## src/rtl/nios2_oci_dct_pkg.sv

```systemverilog
`default_nettype none
//------------------------------------------------------------------------------
// Module : nios2_oci_dct_pkg
// Brief  : State encoding and count-width helper shared by the DCT capture RTL.
// Rev    : 1.0  initial release
//------------------------------------------------------------------------------
package nios2_oci_dct_pkg;

  typedef enum logic [1:0] {
    ST_FILL  = 2'd0,
    ST_HOLD  = 2'd1,
    ST_FLUSH = 2'd2,
    ST_DONE  = 2'd3
  } dct_state_e;

  function automatic int count_width(input int slots);
    return $clog2(slots + 1);
  endfunction

endpackage
`default_nettype wire

```

## src/rtl/nios2_oci_dct_packer.sv

```systemverilog
`default_nettype none
//------------------------------------------------------------------------------
// Module : nios2_oci_dct_packer
// Brief  : Multi-slot entry register with fill counter; write, clear, bulk load.
// Rev    : 1.0  initial release
//------------------------------------------------------------------------------
module nios2_oci_dct_packer
  import nios2_oci_dct_pkg::*;
#(
  parameter int ENTRY_W = 10,
  parameter int SLOTS   = 3
) (
  input  logic                            clk,
  input  logic                            reset_n,
  input  logic                            clr,
  input  logic                            wr,
  input  logic [ENTRY_W-1:0]              wr_data,
  input  logic                            ld,
  input  logic [ENTRY_W*SLOTS-1:0]        ld_data,
  input  logic [count_width(SLOTS)-1:0]   ld_count,
  output logic [ENTRY_W*SLOTS-1:0]        data,
  output logic [count_width(SLOTS)-1:0]   fill,
  output logic                            full
);

  localparam int c_cnt_w = count_width(SLOTS);
  localparam logic [c_cnt_w-1:0] c_slots = c_cnt_w'(SLOTS);

  logic [ENTRY_W*SLOTS-1:0] r_data;
  logic [ENTRY_W*SLOTS-1:0] w_data_nxt;
  logic [c_cnt_w-1:0]       r_fill;
  logic [c_cnt_w-1:0]       w_fill_nxt;
  logic [c_cnt_w-1:0]       w_idx;

  // clr together with wr restarts the register with the new entry in slot 0
  always_comb begin
    w_idx      = clr ? '0 : r_fill;
    w_data_nxt = clr ? '0 : r_data;
    w_fill_nxt = w_idx;
    if (ld) begin
      w_data_nxt = ld_data;
      w_fill_nxt = ld_count;
    end else if (wr && (w_idx != c_slots)) begin
      for (int i = 0; i < SLOTS; i++) begin
        if (w_idx == c_cnt_w'(i)) begin
          w_data_nxt[i*ENTRY_W +: ENTRY_W] = wr_data;
        end
      end
      w_fill_nxt = w_idx + c_cnt_w'(1);
    end
  end

  always_ff @(posedge clk or negedge reset_n) begin
    if (!reset_n) begin
      r_data <= '0;
      r_fill <= '0;
    end else begin
      r_data <= w_data_nxt;
      r_fill <= w_fill_nxt;
    end
  end

  assign data = r_data;
  assign fill = r_fill;
  assign full = (r_fill == c_slots);

endmodule
`default_nettype wire

```

## src/rtl/nios2_oci_dct_capture.sv

```systemverilog
`default_nettype none
//------------------------------------------------------------------------------
// Module : nios2_oci_dct_capture
// Brief  : Packs trace entries into DCT buffers on a valid/ready output, flushes
//          at test end, counts back-pressure drops. Optional timestamp port via
//          NIOS2_OCI_DCT_TIMESTAMP_EN.
// Rev    : 1.0  initial release
//------------------------------------------------------------------------------
module nios2_oci_dct_capture
  import nios2_oci_dct_pkg::*;
#(
  parameter int ENTRY_W = 10,
  parameter int SLOTS   = 3,
  parameter int DROP_W  = 8,
  parameter int TS_W    = 32
) (
  input  logic                           clk,
  input  logic                           reset_n,
  input  logic                           trace_valid,
  input  logic [ENTRY_W-1:0]             trace_data,
  input  logic                           test_ending,
  input  logic                           test_has_ended,
  input  logic                           buf_ready,
  output logic                           buf_valid,
  output logic [ENTRY_W*SLOTS-1:0]       dct_buffer,
  output logic [count_width(SLOTS)-1:0]  dct_count,
  output logic [DROP_W-1:0]              drop_count,
`ifdef NIOS2_OCI_DCT_TIMESTAMP_EN
  output logic [TS_W-1:0]                dct_timestamp,
`endif
  output logic                           done
);

  localparam int c_cnt_w = count_width(SLOTS);

  dct_state_e               r_state;
  dct_state_e               w_state_nxt;
  logic                     r_ending;
  logic                     w_ending_nxt;
  logic                     r_buf_valid;
  logic                     w_valid_nxt;
  logic [DROP_W-1:0]        r_drop;
  logic                     w_drop_inc;
  logic                     w_out_ld;
  logic                     w_work_clr;
  logic                     w_work_wr;
  logic                     w_xfer;
  logic                     w_ending;
  logic [ENTRY_W*SLOTS-1:0] w_work_data;
  logic [c_cnt_w-1:0]       w_work_fill;
  logic                     w_work_full;
  logic                     w_out_full_unused;

  assign w_xfer   = r_buf_valid && buf_ready;
  assign w_ending = r_ending || test_ending;

  always_ff @(posedge clk or negedge reset_n) begin
    if (!reset_n) begin
      r_state     <= ST_FILL;
      r_ending    <= 1'b0;
      r_buf_valid <= 1'b0;
      r_drop      <= '0;
    end else begin
      r_state     <= w_state_nxt;
      r_ending    <= w_ending_nxt;
      r_buf_valid <= w_valid_nxt;
      if (w_drop_inc && (r_drop != {DROP_W{1'b1}})) begin
        r_drop <= r_drop + DROP_W'(1);
      end
    end
  end

  always_comb begin
    w_state_nxt  = r_state;
    w_ending_nxt = r_ending;
    w_valid_nxt  = r_buf_valid && !buf_ready;
    w_out_ld     = 1'b0;
    w_work_clr   = 1'b0;
    w_work_wr    = 1'b0;
    w_drop_inc   = 1'b0;
    case (r_state)
      ST_FILL: begin
        if (test_has_ended) begin
          w_work_clr  = 1'b1;
          w_state_nxt = ST_DONE;
        end else if (r_ending) begin
          w_drop_inc = trace_valid;
          if (w_work_fill != '0) begin
            w_out_ld    = 1'b1;
            w_valid_nxt = 1'b1;
            w_work_clr  = 1'b1;
            w_state_nxt = ST_FLUSH;
          end else begin
            w_state_nxt = ST_DONE;
          end
        end else begin
          w_ending_nxt = test_ending;
          w_work_wr    = trace_valid;
          // a full working register moves out while the new entry lands in slot 0
          if (w_work_full) begin
            w_out_ld    = 1'b1;
            w_valid_nxt = 1'b1;
            w_work_clr  = 1'b1;
            w_state_nxt = ST_HOLD;
          end else if (test_ending && !trace_valid && (w_work_fill == '0)) begin
            w_state_nxt = ST_DONE;
          end
        end
      end
      ST_HOLD: begin
        if (test_has_ended) begin
          w_work_clr  = 1'b1;
          w_state_nxt = ST_DONE;
        end else begin
          w_ending_nxt = w_ending;
          if (trace_valid) begin
            if (!r_ending && !w_work_full) w_work_wr = 1'b1;
            else                           w_drop_inc = 1'b1;
          end
          if (w_xfer) begin
            if (w_work_full) begin
              w_out_ld    = 1'b1;
              w_valid_nxt = 1'b1;
              w_work_clr  = 1'b1;
            end else if (w_ending && (w_work_fill == '0) && !w_work_wr) begin
              w_state_nxt = ST_DONE;
            end else begin
              w_state_nxt = ST_FILL;
            end
          end
        end
      end
      ST_FLUSH: begin
        if (test_has_ended) begin
          w_state_nxt = ST_DONE;
        end else begin
          w_drop_inc = trace_valid;
          if (w_xfer) w_state_nxt = ST_DONE;
        end
      end
      default: ;
    endcase
  end

  nios2_oci_dct_packer #(
    .ENTRY_W (ENTRY_W),
    .SLOTS   (SLOTS)
  ) u_work (
    .clk      (clk),
    .reset_n  (reset_n),
    .clr      (w_work_clr),
    .wr       (w_work_wr),
    .wr_data  (trace_data),
    .ld       (1'b0),
    .ld_data  ('0),
    .ld_count ('0),
    .data     (w_work_data),
    .fill     (w_work_fill),
    .full     (w_work_full)
  );

  nios2_oci_dct_packer #(
    .ENTRY_W (ENTRY_W),
    .SLOTS   (SLOTS)
  ) u_out (
    .clk      (clk),
    .reset_n  (reset_n),
    .clr      (1'b0),
    .wr       (1'b0),
    .wr_data  ('0),
    .ld       (w_out_ld),
    .ld_data  (w_work_data),
    .ld_count (w_work_fill),
    .data     (dct_buffer),
    .fill     (dct_count),
    .full     (w_out_full_unused)
  );

`ifdef NIOS2_OCI_DCT_TIMESTAMP_EN
  logic [TS_W-1:0] r_ts;
  logic [TS_W-1:0] r_work_ts;
  logic [TS_W-1:0] r_out_ts;

  // the stamp follows slot 0 from the working register to the output register
  always_ff @(posedge clk or negedge reset_n) begin
    if (!reset_n) begin
      r_ts      <= '0;
      r_work_ts <= '0;
      r_out_ts  <= '0;
    end else begin
      r_ts <= r_ts + TS_W'(1);
      if (w_work_wr && (w_work_clr || (w_work_fill == '0))) r_work_ts <= r_ts;
      if (w_out_ld) r_out_ts <= r_work_ts;
    end
  end

  assign dct_timestamp = r_out_ts;
`else
  localparam int c_ts_w_unused = TS_W;
`endif

  assign buf_valid  = r_buf_valid;
  assign drop_count = r_drop;
  assign done       = (r_state == ST_DONE);

endmodule
`default_nettype wire

```

## config.mk

```make
export PLATFORM = sky130hd
export DESIGN_NAME = nios2_oci_dct_capture
export DESIGN_NICKNAME = d
export VERILOG_FILES = /design/src/rtl/nios2_oci_dct_pkg.sv /design/src/rtl/nios2_oci_dct_packer.sv /design/src/rtl/nios2_oci_dct_capture.sv
export SDC_FILE = /design/constraint.sdc
export NUM_CORES = 1
export LEC_CHECK = 0
export ABC_AREA = 1
export ABC_CLOCK_PERIOD_IN_PS = 2000
export BUFFER_PORTS_ARGS = -buffer_cell sky130_fd_sc_hd__buf_2
export CAP_MARGIN = 20
export CORE_MARGIN = 8
export CORE_UTILIZATION = 55
export DETAILED_ROUTE_END_ITERATION = 8
export GPL_TIMING_DRIVEN = 0
export HOLD_SLACK_MARGIN = 0.02
export PLACE_DENSITY = 0.78
export SETUP_SLACK_MARGIN = 0.02
export SLEW_MARGIN = 20
export SYNTH_ARGS = -nofsm -noshare
export SYNTH_HDL_FRONTEND = slang
export SYNTH_SLANG_ARGS = --single-unit
```

## constraint.sdc

```tcl
create_clock -name clk -period 2 [get_ports clk]
set_clock_uncertainty 0.1 [all_clocks]
set_input_delay 0.2 -clock clk [delete_from_list [all_inputs] [get_ports clk]]
set_output_delay 0.2 -clock clk [all_outputs]
set_load 0.05 [all_outputs]
```

==> results.cfg, run 1 <==
[sta]
hold_violations = 0
setup_ws_ns = 0.0998
drv_slew = 0
period_share_pct = 95.0
rsz0062_at_grt = no
fmax_ghz = 0.526
period_needed_ns = 1.90
tightest_slew_ns = 0.642
max_slew_margin_pct = 57.2
setup_viol = 0

[worst_setup_path]
crit_type = register to register
rr_startpoint = r_state[1]
cp.arrival_ns = 2.03
rr_endpoint = u_out.fill[1]
max_stage_delay_ns = 0.60
crit_slowest_cell = o31ai_4
r2r_cells = 6
critPathCaptureType = register
reg2reg_slack_ns = 0.1
cp_cell_sequence = inv_1 > ha_4 > inv_2 > o31ai_4 > buf_6 > a21oi_1
cp-start-kind = register
path_max_fanout = 10
required_ns = 2.13

[routing]
via_per_inst = 5.02
wl_met3_um = 563
drt-met1-wl_um = 3430
vias = 3028
wl_met2_um = 3990
highest_layer = met4
wl_per_cell_um = 13.4
ant_nets = 0
drc = 0
firstDrtPassIters = 4
drt_iter0_drc = 173
wl_um = 8100

[final_layout]
final_cell_mix = nand2_1, dfrtp_1, inv_1
fin_nets = 540
drive_above_1_share_pct = 27.2
finish.instance_area_um2 = 4510
area_growth_pct = 22.2
antenna-diode-count = 0
fill_cells = 546
multi_input_area_um2 = 1460
seq_area_um2 = 1900
final_core_util_pct = 67.9
final_common_cell = nand2_1

[outcome]
status = finished clean

[global_routing]
track_usage_pct = 17.4
grt_pass1_wl_um = 13700
grt_pass1_vias = 3078
grt.overflow.total = 0
grt_max_degree = 53
antenna_found_initial = 0

[hold_path]
min_from = test_ending
holdCritPathClass = input port to register
min_path_cells = 3
whs_endpoint = r_ending

[power_and_ir_drop]
cellLeakagePower_nw = 2.50
power.total_mw = 2.88
power_density_nw_per_um2 = 639
ir_worst_vdd_mv = 0.296

[clock_network]
root_buffer = clkbuf_8
cts_tree = done
cts_max_path_buffers = 2
cts_inserted_buffers = 9
clk_latency_ns = 0.34
cts_max_level = 3
cts.sinks = 76
path_clk_slew_ns = 0.08

[place]
preCtsSetupSlack_ns = -0.0407
port_buffers = 56
dp_hpwl_um = 5680
place.gp.congestion = 0.866
place_area_um2 = 4100

[floorplan]
die_w_um = 97.9
start_util_pct = 55.6
core_um2 = 6640
dieHeight_um = 97.9
pin_count = 58
die_area_um2 = 9590
std_cell_rows = 30

[yosys]
yosysSeqAreaShare_pct = 51.5
ys_warn_count = 0
synth_enable_flop_cells = 0
async_reset_ff_share_pct = 100
syn_inst = 434
synth.top_cell.area_share_pct = 51.5
synth_area_leader_cell = dfrtp_1
ys_top_cells_by_area = dfrtp_1, nand2_1, inv_1, o21ai_2, nand3_1
ys_ff_latch = 76
syn_area_um2 = 3690
synth_cell_types = 31
syn_nets = 456
syn_avg_cell_area_um2 = 8.50
synthFlopType = dfrtp_1

[flow_run]
drv_cap = 0
-- cell usage after synthesis, types with 2 or more instances --
cell type	instances
nor2_1	9
buf_4	3
dfrtp_1	76
buf_2	4
nand4_1	2
ha_1	6
inv_1	68
o21ai_2	28
buf_6	6
a21oi_1	4
o31ai_1	2
nand2_2	3
nand3_2	2
nand3_1	36
clkbuf_1	2
o21ai_0	8
nand2_1	155
xnor2_1	3
nor3_1	3
xor2_1	3
-- area by class of cell --
type                       count  area share [%]
sequential                    76            42.2
multi-input combinational    273            32.3
timing repair buffer          73            10.0
inverter                      70            5.85
clock buffer                  11            3.36
buffer                        15            2.72
tap                           80            2.22
clock inverter                 5            1.30
-- kinds of logic (layout without fill, tap and decap cells) --
| group | count (synthesis) | after routing | synth area share, % |
|---|---|---|---|
| and+or+nand+nor | 215 | 215 | 24.5 |
| buffers and inverters | 85 | 174 | 10.3 |
| DFF | 76 | 76 | 51.5 |
| AOI/OAI and AO/OA | 46 | 46 | 10.1 |
| adders and majority gates | 6 | 6 | 2.03 |
| xor gates and xnor gates | 6 | 6 | 1.42 |
-- state kept, by name, summed over array words and instances, names as in the netlist --
name / flops
u_out.fill: 2
r_state: 2
buf_valid: 1
u_out.data: 30
r_ending: 1
u_work.data: 30
drop_count: 8
u_work.fill: 2
-- metal layers --
layer,vias up,track usage (%)
met5,-,0
met4,0,5.52
met3,10,5.55
met2,80,29.7
met1,1436,20.3
li1,1502,-
-- metrics by stage --
stage	TNS (ns)	hold slack (ns)	instances
finish	0	0.0344	603
global route	0	0.0380	603
CTS	0	0.0201	601
detailed placement	-0.367	0.0310	571
global placement	0	0.355	570
floorplan	0	-0.196	434
-- worst max-delay path by stage --
stage / from / to / slack, ns
global placement: r_state[1] / u_out.fill[1] / 0.03
finish: r_state[1] / u_out.fill[1] / 0.1
floorplan: drop_count[1] / drop_count[3] / 0.05
global route: r_state[0] / u_work.data[28] / 0.007
detailed placement: r_state[1] / u_out.fill[1] / -0.04
CTS: r_state[1] / u_work.data[11] / 0.05
-- timing repair --
| item | 4_1_cts | 5_1_grt |
|---|---|---|
| hold buffers | 9 | 0 |
| gates resized for setup | 6 | 11 |
| pin swaps | 3 | 4 |
| buffers inserted | 4 | 2 |
| hold endpoints to repair | 33 | 0 |
| endpoints found under the setup margin | 63 | 68 |
| gates cloned | 1 | 0 |
-- power by group --
| group | internal, mW | switching (mW) |
|---|---|---|
| logic | 0.0379 | 0.0770 |
| registers | 1.54 | 0.00460 |
| clock network | 0.647 | 0.575 |
-- worst max-delay path, delay by kind of cell, from the launching register on --
kind            cells  cell delay [ns]
buf+inv             3             0.43
compound gates      2             0.68
fa+ha+maj           1             0.18
flops               1             0.39
Power figures use the tool's default switching activity.
==> run 2: changes to the inputs <==
Settings changed: ABC_CLOCK_PERIOD_IN_PS 2000 to 2300, RECOVER_POWER set to 50.
Clock period 2 ns to 2.3 ns, I/O delays scaled along.
==> run 2 against run 1 <==
Effect of this change: clock power decreased by 13%; sequential power shrank 13%; global-route usage fell by 0.32 points; maximum frequency shrank 7.0%; sequential share of layout area is 2.3 points higher; worst setup slack improved by 0.16 ns; first-iteration DRC count increased by 46%; register-to-register slack better by 0.16 ns; highest routed layer unchanged; final cell count is 2.5% lower; hold slack improved by 0.0013 ns; critical path type unchanged; core utilization decreased by 3.5 points.
==> results.cfg, run 2 (synthesis results as in run 1) <==
[outcome]
status = finished clean

[floorplan]
core_um2 = 6640
dieHeight_um = 97.9
pin_count = 58
die_area_um2 = 9590
start_util_pct = 55.6
die_w_um = 97.9
std_cell_rows = 30

[hold_path]
holdCritPathClass = input port to register

[worst_setup_path]
cp.arrival_ns = 2.17
crit_type = register to register
rr_startpoint = r_state[1]
cp-start-kind = register
crit_slowest_cell = o31ai_4
critPathCaptureType = register
required_ns = 2.43
reg2reg_slack_ns = 0.26
endpoint = u_out.fill[1]
r2r_cells = 6
path_max_fanout = 10
rr_endpoint = u_out.fill[1]
cp_cell_sequence = inv_1 > ha_1 > inv_2 > o31ai_4 > buf_6 > a21oi_1
max_stage_delay_ns = 0.61
cp-startpoint = r_state[1]

[final_layout]
fin_nets = 525
final_core_util_pct = 64.4
final_common_cell = nand2_1
seq_area_um2 = 1900
multi_input_area_um2 = 1410
drive_above_1_share_pct = 20.7
fill_cells = 599
area_growth_pct = 15.8
finish.instance_area_um2 = 4280
final_cell_mix = nand2_1, dfrtp_1, inv_1
antenna-diode-count = 0

[clock_network]
path_clk_slew_ns = 0.08
cts_max_level = 3
clk_latency_ns = 0.34
cts_max_path_buffers = 2
cts.sinks = 76
cts.repair.resized = 0
root_buffer = clkbuf_8
cts_tree = done
cts_inserted_buffers = 9

[routing]
drc = 0
wl_per_cell_um = 13.4
drt_iter0_drc = 253
via_per_inst = 5.00
firstDrtPassIters = 4
wl_um = 7850
ant_nets = 0
vias = 2940

[sta]
period_needed_ns = 2.04
period_share_pct = 88.8
fmax_ghz = 0.489
tns_ns = 0
tightest_slew_ns = 1.34
max_slew_margin_pct = 10.8
drv_slew = 0
rsz0062_at_grt = no
hold_violations = 0
setup_viol = 0

[power_and_ir_drop]
power_density_nw_per_um2 = 581
cellLeakagePower_nw = 2.39
ir_worst_vdd_mv = 0.257

[flow_run]
drv_cap = 0

[place]
dp_hpwl_um = 5680
port_buffers = 56
place_area_um2 = 4100
place.gp.congestion = 0.866

[global_routing]
antenna_found_initial = 0
track_usage_pct = 17.1
grt_pass1_vias = 3010
grt_max_degree = 53
grt.overflow.total = 0
grt_pass1_wl_um = 13400
-- run 2: cell count changes in the layout (fill, tap and decap cells not counted), moves of 2 or more --
cell,previous run,this run
buf_2,58,38
dlygate4sd3_1,9,1
clkbuf_1,0,24
clkbuf_2,2,0
buf_4,12,3
-- run 2: metrics by stage --
step	hold slack [ns]	setup slack, ns	total power [mW]	cells
after floorplan	-0.166	0.345	1.40	434
after global placement	0.367	0.326	1.45	570
after detailed placement	0.0610	0.259	1.46	571
after CTS	0.0271	0.226	2.51	588
after global routing	0.0354	0.0577	2.56	588
final	0.0357	0.257	2.48	588
-- run 2: worst min-delay path by stage --
stage	from	endpoint	slack, ns	cells after the start
6_report	trace_data[7]	u_work.data[17]	0.04	3
3_5_place_dp	reset_n	u_out.data[22]	0.06	1
2_1_floorplan	reset_n	buf_valid	-0.17	0
4_1_cts	trace_data[7]	u_work.data[17]	0.03	3
5_1_grt	trace_data[6]	u_work.data[16]	0.04	3
3_3_place_gp	u_work.data[18]	u_out.data[18]	0.37	2
-- run 2: area by class of cell --
cell class / instances / area share (%)
tap: 80 / 2.34
clock inverter: 5 / 1.38
sequential: 76 / 44.5
timing repair buffer: 58 / 6.41
inverter: 70 / 6.18
multi-input combinational: 273 / 32.9
buffer: 15 / 2.75
clock buffer: 11 / 3.54
-- run 2: where the power goes --
part           internal, mW  total (mW)  switching (mW)
Combinational        0.0202      0.0838          0.0636
Clock                 0.563        1.06           0.494
Sequential             1.34        1.34         0.00404
Total                  1.92        2.48           0.562
-- run 2: layer usage --
| layer | vias up | wire (um) | GRT usage (%) |
|---|---|---|---|
| met3 | 11 | 466 | 5.62 |
| li1 | 1469 | - | - |
| met1 | 1394 | 3390 | 19.9 |
| met4 | 0 | 121 | 6.24 |
| met2 | 66 | 3870 | 28.7 |
| met5 | - | 0 | 0 |
-- run 2: repair_timing --
item / in CTS / in global routing
hold buffers: 1 / 0
endpoints found under the hold margin: 24 / 0
setup buffers: 0 / 0
-- run 2: critical path: cells and delay by family (launching register included) --
kind                     cells  cell delay (ns)
flip-flops                   1             0.43
buffers and inverters        3             0.44
AO/OA/AOI/OAI                2             0.69
adder cells (fa/ha/maj)      1             0.26
==> run 3: changes to the inputs <==
Settings changed: CORE_UTILIZATION 55 to 30, PLACE_DENSITY 0.78 to unset.
==> run 3 against run 2 <==
Effect of this change: power increased by 15%; non-clock buffer count unchanged; final cell count increased by 11%; sequential share of layout area fell by 1.8 points; clock power increased by 35%; critical path depth up 1; count of clock-buffer cells in the layout decreased by 1; hold slack better by 0.0052 ns; critical path type unchanged; core utilization shrank 27 points; maximum frequency shrank 1.4%; cell area is 4.1% higher; routed wire length rose by 11%.
==> results.cfg, run 3 (synthesis results as in run 1) <==
[outcome]
status = finished clean

[final_layout]
finish.instance_area_um2 = 4450
final_core_util_pct = 37.1
final_cell_mix = nand2_1, dfrtp_1, inv_1
fin_nets = 525
multi_input_area_um2 = 1410
seq_area_um2 = 1900
drive_above_1_share_pct = 21.1
area_growth_pct = 20.6
antenna-diode-count = 0
final_common_cell = nand2_1
fill_cells = 1255

[global_routing]
grt_pass1_vias = 2996
antenna_found_initial = 1
grt_pass1_wl_um = 14600
grt_max_degree = 41
grt.overflow.total = 0
track_usage_pct = 11.2

[worst_setup_path]
required_ns = 2.46
path_max_fanout = 10
crit_type = register to register
endpoint = u_out.data[14]
r2r_cells = 7
rr_startpoint = r_state[1]
reg2reg_slack_ns = 0.23
rr_endpoint = u_out.data[14]
cp-start-kind = register
cp.arrival_ns = 2.23
critPathCaptureType = register
cp-startpoint = r_state[1]

[clock_network]
clk_latency_ns = 0.33
cts_inserted_buffers = 9
cts_tree = done
root_buffer = clkbuf_16
cts_max_path_buffers = 2
path_clk_slew_ns = 0.06
cts_max_level = 3
cts.sinks = 76

[power_and_ir_drop]
intPower_mw = 2.23
pwr-share-comb_pct = 2.9
cellLeakagePower_nw = 2.44
p_switching_uw = 628
pwr-share-clk_pct = 50.0
power_frac_seq_pct = 47.1
swShare_pct = 22.0
ir_worst_vdd_mv = 0.269
power_density_nw_per_um2 = 642
power.total_mw = 2.86

[sta]
setup_ws_ns = 0.227
setup_viol = 0
tns_ns = 0
fmax_ghz = 0.482
period_share_pct = 90.1
max_slew_margin_pct = 37.2
tightest_slew_ns = 0.942
rsz0062_at_grt = no
hold_violations = 0
period_needed_ns = 2.07
drv_slew = 0

[routing]
via_per_inst = 4.42
vias = 2897
firstDrtPassIters = 4
drt_iter0_drc = 125
ant_nets = 0
wl_per_cell_um = 13.3
wl_um = 8730
drc = 0

[place]
place_area_um2 = 4180
port_buffers = 56
dp_hpwl_um = 6430
preCtsSetupSlack_ns = 0.197
place.gp.congestion = 0.831

[floorplan]
start_util_pct = 30.7
pin_count = 58
std_cell_rows = 40
core_um2 = 12000
dieHeight_um = 127
die_area_um2 = 16100
die_w_um = 127

[hold_path]
holdCritPathClass = input port to register

[flow_run]
drv_cap = 0
[run 3: repair_timing]
item,4_1_cts,5_1_grt
hold endpoints to repair,36,0
buffers inserted,0,0
hold buffers,1,0
resized for setup,0,2
endpoints found under the setup margin,0,1
[run 3: power groups by stage]
stage | Combinational, mW | Clock (mW) | Sequential (mW)
after floorplan | 0.0146 | 0 | 1.38
after global placement | 0.0829 | 0 | 1.37
after detailed placement | 0.0894 | 0 | 1.37
after CTS | 0.0908 | 1.46 | 1.34
after global routing | 0.0935 | 1.52 | 1.34
final | 0.0841 | 1.43 | 1.34
[run 3: worst min-delay path by stage]
| stage | start | to | slack (ns) | cells after the start |
|---|---|---|---|---|
| final | trace_data[4] | u_work.data[14] | 0.04 | 3 |
| after global routing | trace_data[6] | u_work.data[16] | 0.05 | 3 |
| after CTS | trace_data[4] | u_work.data[14] | 0.03 | 3 |
| after detailed placement | reset_n | u_out.data[5] | 0.15 | 1 |
| after global placement | u_work.data[17] | u_out.data[17] | 0.37 | 2 |
| after floorplan | reset_n | buf_valid | -0.17 | 0 |
[run 3: routing by layer]
metal	part of all wire [%]	vias up	track usage, %
met2	47	51	17.9
met4	1.0	2	3.85
met1	47	1359	13.8
met3	5.2	9	3.77
met5	0.11	-	0
li1	-	1476	-
[run 3: final cells by class]
type	count	area share [%]
flip-flops and latches	76	42.7
plain buffers	15	2.67
multi-input cells	273	31.6
repair buffers	58	6.10
inverters	70	5.93
clock inverters	6	1.43
clock buffers	10	5.37
well taps	147	4.13
[run 3: worst max-delay path: stages, from the launching register on]
cell	delay [ns]
dfrtp_1	0.42
inv_1	0.10
ha_1	0.27
inv_2	0.10
o31ai_4	0.62
buf_6	0.23
nand2_1	0.09
o21ai_2	0.06
[run 3: per-stage QoR]
step / hold WS [ns] / cells
finish: 0.0409 / 655
global route: 0.0492 / 655
CTS: 0.0324 / 655
detailed placement: 0.147 / 638
global placement: 0.371 / 637
floorplan: -0.166 / 434
